### src/rtl/clock_unit_counter.sv
// Modulo up/down time-unit counter with an up-prescaler, a BCD mirror of the count,
// and same-cycle carry/borrow so the next unit can step on the same edge as this one wraps.
module clock_unit_counter #(
  parameter int MODULO = 60,
  parameter int DIV    = 1,
  parameter int W      = 7
) (
  input  logic         i_clk,
  input  logic         i_rstn,
  input  logic         i_up,
  input  logic         i_down,
  output logic [W-1:0] o_count,
  output logic [3:0]   o_tens,
  output logic [3:0]   o_ones,
  output logic         o_carryup,
  output logic         o_borrowdown
);

  localparam int PW = (DIV > 1) ? $clog2(DIV) : 1;
  localparam logic [W-1:0]  MAXC    = W'(MODULO - 1);
  localparam logic [3:0]    MAX_T   = 4'((MODULO - 1) / 10);
  localparam logic [3:0]    MAX_O   = 4'((MODULO - 1) % 10);
  localparam logic [PW-1:0] PRE_MAX = PW'(DIV - 1);

  logic [PW-1:0] pre;
  logic [W-1:0]  count;
  logic [3:0]    tens, ones;

  logic up_only, dn_only, pre_full, at_max, at_zero;

  assign up_only  = i_up & ~i_down;
  assign dn_only  = i_down & ~i_up;
  assign pre_full = (pre == PRE_MAX);
  // >= so a forced out-of-range count wraps to 0 on the next increment
  assign at_max   = (count >= MAXC);
  assign at_zero  = (count == '0);

  // Gated by reset so a held reset never leaks a strobe into the next unit
  assign o_carryup    = i_rstn & up_only & pre_full & at_max;
  assign o_borrowdown = i_rstn & dn_only & at_zero;

  always_ff @(posedge i_clk or negedge i_rstn) begin
    if (!i_rstn) begin
      pre   <= '0;
      count <= '0;
      tens  <= '0;
      ones  <= '0;
    end else if (i_up && i_down) begin
      pre   <= '0;
      count <= '0;
      tens  <= '0;
      ones  <= '0;
    end else if (up_only) begin
      if (!pre_full) begin
        pre <= pre + 1'b1;
      end else begin
        pre <= '0;
        if (at_max) begin
          count <= '0;
          tens  <= '0;
          ones  <= '0;
        end else begin
          count <= count + 1'b1;
          if (ones == 4'd9) begin
            ones <= '0;
            tens <= tens + 1'b1;
          end else begin
            ones <= ones + 1'b1;
          end
        end
      end
    end else if (dn_only) begin
      // Decrement is never prescaled and drops any partial up-count
      pre <= '0;
      if (at_zero) begin
        count <= MAXC;
        tens  <= MAX_T;
        ones  <= MAX_O;
      end else begin
        count <= count - 1'b1;
        if (ones == 4'd0) begin
          ones <= 4'd9;
          tens <= tens - 1'b1;
        end else begin
          ones <= ones - 1'b1;
        end
      end
    end
  end

  assign o_count = count;
  assign o_tens  = tens;
  assign o_ones  = ones;

endmodule

### config.mk
export PLATFORM = sky130hd
export DESIGN_NAME = clock_unit_counter
export DESIGN_NICKNAME = d
export VERILOG_FILES = /design/src/rtl/clock_unit_counter.sv
export SDC_FILE = /design/constraint.sdc
export NUM_CORES = 1
export LEC_CHECK = 0
export ABC_AREA = 1
export ABC_CLOCK_PERIOD_IN_PS = 1400
export CAP_MARGIN = 20
export CORE_ASPECT_RATIO = 0.7
export CORE_MARGIN = 2
export CORE_UTILIZATION = 49
export DETAILED_ROUTE_END_ITERATION = 7
export PLACE_DENSITY = 0.76
export SKIP_LAST_GASP = 1
export SLEW_MARGIN = 20
export SYNTH_ARGS = -nofsm -noshare
export SYNTH_HDL_FRONTEND = slang
export SYNTH_SLANG_ARGS = --single-unit
### constraint.sdc
create_clock -name i_clk -period 1.4 [get_ports i_clk]
set_input_delay 0.21 -clock i_clk [delete_from_list [all_inputs] [get_ports i_clk]]
set_output_delay 0.21 -clock i_clk [all_outputs]
set_load 0.05 [all_outputs]
* Word-level counts from Yosys, hierarchy flattened
Index checks and enable logic that the tools add are counted.
Word-level totals: output and inout bits 17, register bits 16, word-level logic and storage cells 58
Cells by class: bitwise logic cells 10, order comparisons 1, muxes and demuxes 26, eq/ne operators 3, $add $sub $neg 7, reduce and logical (&&, ||, !) cells 7
Operator list (count):
- two-way mux 4 bit | 16
- two-way mux 7 bit | 6
- adder 4 x 1 -> 4 bit, second input constant | 2
- subtractor 4 x 1 -> 4 bit, second input constant | 2
- adder 7 x 1 -> 7 bit, second input constant | 1
- bitwise AND 1 bit | 7
- greater-or-equal comparator 7 x 6 -> 1 bit, second input constant | 1
- zero test 7 bit | 1
- subtractor 7 x 1 -> 7 bit, second input constant | 1
- == test 4 bit, second input constant | 1
- zero test 4 bit | 1
- two-way mux 1 bit | 4
- != test 4 x 1 -> 1 bit, second input constant | 1
- AND reduction 4 bit | 1
- nonzero test 4 bit | 1
- != test 3 x 2 -> 1 bit, second input constant | 1
- inverter 1 bit | 3
- nonzero test 3 bit | 1
- AND reduction 2 bit | 1
- adder 1 bit, second input constant | 1
- logical AND 1 bit | 1

* Depth between registers and ports, before layout
Gate-level depths: netlist of run 1.
depth in word-level cells 6, mapped depth 10, gate-level depth less buffers 10

* Worst setup path before layout of run 1
No wires, ideal clock.
path type flip-flop to output port, start point reg count[0], in the netlist o_count[0], end point out o_borrowdown, buffers on the path 0, path slack -1.117 ns, arrival 2.307 ns, stages on the path, launching flop included 7, cell sequence dfrtp_1 > inv_1 > ha_1 > inv_1 > nor2_1 > nand3_4 > nor3_1
Between the ends: word-level cells in the longest chain between the ends 2
RTL lines:
- start, declared | line 26 | logic [W-1:0] count;
- start signal, assigned | line 63 | count <= count + 1'b1;
- start signal, assigned | line 80 | count <= count - 1'b1;
- zero test 7 bit | line 36 | assign at_zero = (count == '0);
- bitwise AND 1 bit | line 40 | assign o_borrowdown = i_rstn & dn_only & at_zero;
- end, declared | line 16 | output logic o_borrowdown
Every way passes these cells.

* Worst setup path in the final report of run 1
start point reg count[0], in the netlist o_count[0], end point out o_carryup
Between the ends: word-level cells in the longest chain between the ends 2
RTL lines:
- greater-or-equal comparator 7 x 6 -> 1 bit | line 35 | assign at_max = (count >= MAXC);
- bitwise AND 1 bit | line 39 | assign o_carryup = i_rstn & up_only & pre_full & at_max;
- end, declared | line 15 | output logic o_carryup,
Every way passes these cells.

==> results.py, run 1 <==
metrics = {
    "outcome": {
        "outcome": "complete, but fails checks",
        "violations": "setup timing",
    },
    "sta": {
        "skew_ns": 0.00752,
        "slew_headroom": 0.750,
        "worst_pin_slew_ns": 0.375,
        "rsz0062_at_grt": "true",
        "post-route-period-util": 1.26,
        "max_freq_mhz": 569,
        "timing.final.ws_setup_ns": -0.357,
        "slew_violations": 0,
        "finalSetupViolations": 18,
        "min_period_ns": 1.76,
        "hold_viol_final": 0,
    },
    "synthesis": {
        "synth.most_common_cell": "nand2_1",
        "async_flop_share": 1.00,
        "synth_commonest_cells": "58 x nand2_1, 24 x nand3_1, 20 x inv_1",
        "ys_seq_area_frac": 0.272,
        "ys_warn_count": 0,
        "synth_top_area_cell": "dfrtp_1",
        "synth_area_leaders": "dfrtp_1 27%, nand2_1 16%, nand3_1 8.7%",
        "syn-num-nets": 207,
        "synth_top_area_share": 0.272,
        "synth_top_flop_cell": "dfrtp_1",
        "syn_inst": 195,
        "syn_area_mm2": 0.00138,
        "ys_ff_latch": 15,
        "synth_edf_count": 0,
        "syn_avg_cell_area_um2": 7.08,
        "synth_cell_type_count": 29,
    },
    "detailed_routing": {
        "routedWlPerCell_um": 16.6,
        "first_pass_iters": 5,
        "drc_errors": 0,
        "via_count": 1695,
        "ant_nets": 0,
        "wirelength_mm": 4.89,
        "vias_per_cell": 5.77,
        "detailedRoute.firstIterationViolations": 120,
    },
    "critical_path": {
        "critical_path_arrival_ns": 1.55,
        "startpoint_type": "flop",
        "crit_type": "flop to output port",
        "crit_required_ns": 1.19,
        "crit_path_end_kind": "output port",
        "worstPathMaxFanout": 5,
    },
    "cells_and_area": {
        "drive_gt1_frac": 0.481,
        "area_growth_pct": 69.4,
        "num-nets-final": 271,
        "final_util": 0.852,
        "instances_no_fill": 294,
        "num_antenna_cells": 0,
        "fill_cells": 130,
    },
    "clocking": {
        "cts_hold_buf": 0,
        "cts_root_buffer": "clkbuf_8",
        "clk_latency_ns": 0.26,
        "cts_tree": "yes",
        "clockBufferDepth": 2,
        "htreeDepth": 1,
        "cts.clk_slew.worst_paths_ns": 0.07,
        "cts_buffers": 3,
        "cts_sinks": 15,
    },
    "grt": {
        "grt_max_degree": 16,
        "grt.overflow.total": 0,
        "grt_pass1_wl_mm": 7.57,
        "grt_pass1_vias": 1568,
        "antenna_found_initial": 0,
        "grt_util_all_layers": 0.314,
    },
    "power_and_ir_drop": {
        "p_leak_nw": 1.11,
        "pwr_density_cell_mw_per_mm2": 2490,
        "peakVddDrop_uv": 1620,
    },
    "flow_run": {
        "cap_viol_max_count": 0,
    },
    "floorplanning": {
        "die_y_um": 48.4,
        "die_w_um": 67.4,
        "io_pins": 21,
        "dieArea_mm2": 0.00326,
        "initial_core_util": 0.503,
        "core_area_mm2": 0.00274,
        "fp-row-count": 16,
    },
    "place": {
        "routabilityCongestion": 0.968,
        "hpwl_mm": 3.28,
        "dpl.cell_count": 279,
        "port_buffers": 20,
    },
    "worst_hold_path": {
        "hold_path.class": "input pin to asynchronous set/reset pin",
    },
}
[layer usage]
metal	part of all wire	up-vias	GRT usage
met3	0.099	18	0.0767
met2	0.48	112	0.500
li1	-	771	-
met5	0	-	0
met1	0.40	794	0.430
met4	0.018	0	0.0714
[worst max-delay path, stage by stage (launching register included)]
cell	delay, ns
dfrtp_4	0.46
buf_6	0.14
nand2_1	0.07
nand2_2	0.11
nand3_4	0.10
nand2_8	0.11
nand2_8	0.05
nor2_4	0.11
buf_12	0.14
[final timing paths]
path / start / to / slack (ns) / depth (start not counted)
setup reg to reg: o_count[0] / o_tens[2] / -0.32 / 12
max in group asynchronous: i_rstn / o_count[0] / 0.85 / 2
hold / removal: i_rstn / o_ones[2] / 0.33 / 2
setup / recovery: o_count[0] / o_carryup / -0.36 / 8
min in group i_clk: i_down / o_ones[3] / 0.52 / 5
hold reg to reg: o_tens[1] / o_tens[1] / 0.59 / 2
[where the power goes]
| group | switching, mW | internal [mW] |
|---|---|---|
| Combinational | 2.48 | 2.01 |
| Clock | 0.172 | 0.198 |
| Sequential | 0.313 | 0.657 |
| Total | 2.97 | 2.86 |
[repair_timing]
item / in CTS / in global routing
setup buffers: 6 / 6
resized for setup: 25 / 7
endpoints found under the setup margin: 16 / 17
pin swaps: 10 / 3
[cell families (layout without fill, tap and decap cells)]
family / count (synthesis) / after routing / synth area share
compound gates: 18 / 18 / 0.0752
xor+xnor: 6 / 6 / 0.0381
fa+ha+maj: 8 / 8 / 0.0725
buf+inv: 30 / 93 / 0.0952
flops: 15 / 15 / 0.272
simple gates: 118 / 118 / 0.447
[placed cells by master, fill, tap and decap left out, types with 2 or more instances in the layout]
cell             instances
nand2_1                 54
buf_4                   38
nand3_1                 21
buf_12                  17
inv_1                   16
dfrtp_2                 12
inv_2                    9
nand4_1                  9
nor2_4                   8
nor2_1                   6
o21ai_1                  6
ha_1                     5
buf_6                    5
nor2_2                   4
nand3_4                  4
o21ai_2                  4
nand2_2                  3
nand3_2                  3
xnor2_1                  3
o21ai_0                  3
xor2_1                   3
ha_4                     3
clkbuf_8                 3
nand2_8                  2
clkdlybuf4s50_1          2
dfrtp_1                  2
[state kept, by name, indices dropped and copies added (netlist names)]
signal   cells
o_count      7
o_ones       4
o_tens       4
[metrics by stage]
stage / area, um^2 / total power, mW / setup slack, ns / hold slack, ns / TNS (ns)
after floorplan: 1480 / 3.26 / -0.315 / -0.0856 / -1.37
after global placement: 2100 / 4.76 / -0.185 / 0.566 / -2.34
after detailed placement: 2100 / 4.89 / -0.265 / 0.574 / -3.25
after CTS: 2290 / 5.62 / -0.344 / 0.333 / -3.81
after global routing: 2340 / 6.15 / -0.410 / 0.333 / -5.40
final: 2340 / 5.83 / -0.357 / 0.328 / -4.32
[cell type report]
class | count | area [um^2] | share of cell area
Multi-Input combinational cell | 150 | 1040 | 0.444
Timing Repair Buffer | 63 | 714 | 0.306
Sequential cell | 15 | 394 | 0.169
Inverter | 26 | 100 | 0.0428
Tap cell | 36 | 45.0 | 0.0193
Clock buffer | 3 | 41.3 | 0.0177
Clock inverter | 1 | 5.00 | 0.00214
Power figures use the tool's default switching activity.
==> inputs of run 2 (changes only) <==
--- a/config.mk
+++ b/config.mk
@@ -12,6 +12,7 @@
 export CORE_MARGIN = 2
 export CORE_UTILIZATION = 49
 export DETAILED_ROUTE_END_ITERATION = 7
+export GPL_TIMING_DRIVEN = 1
 export PLACE_DENSITY = 0.76
 export SKIP_LAST_GASP = 1
 export SLEW_MARGIN = 20
==> results of run 2 <==
The final DEF is identical to that of run 1; final timing and power are the same.
==> inputs of run 3 (changes only) <==
--- a/config.mk
+++ b/config.mk
@@ -11,6 +11,7 @@
 export CORE_ASPECT_RATIO = 0.7
 export CORE_MARGIN = 2
 export CORE_UTILIZATION = 49
+export CTS_CLUSTER_SIZE = 14
 export DETAILED_ROUTE_END_ITERATION = 7
 export GPL_TIMING_DRIVEN = 1
 export PLACE_DENSITY = 0.76
==> results of run 3 <==
The final DEF is identical to that of run 1; final timing and power are the same.
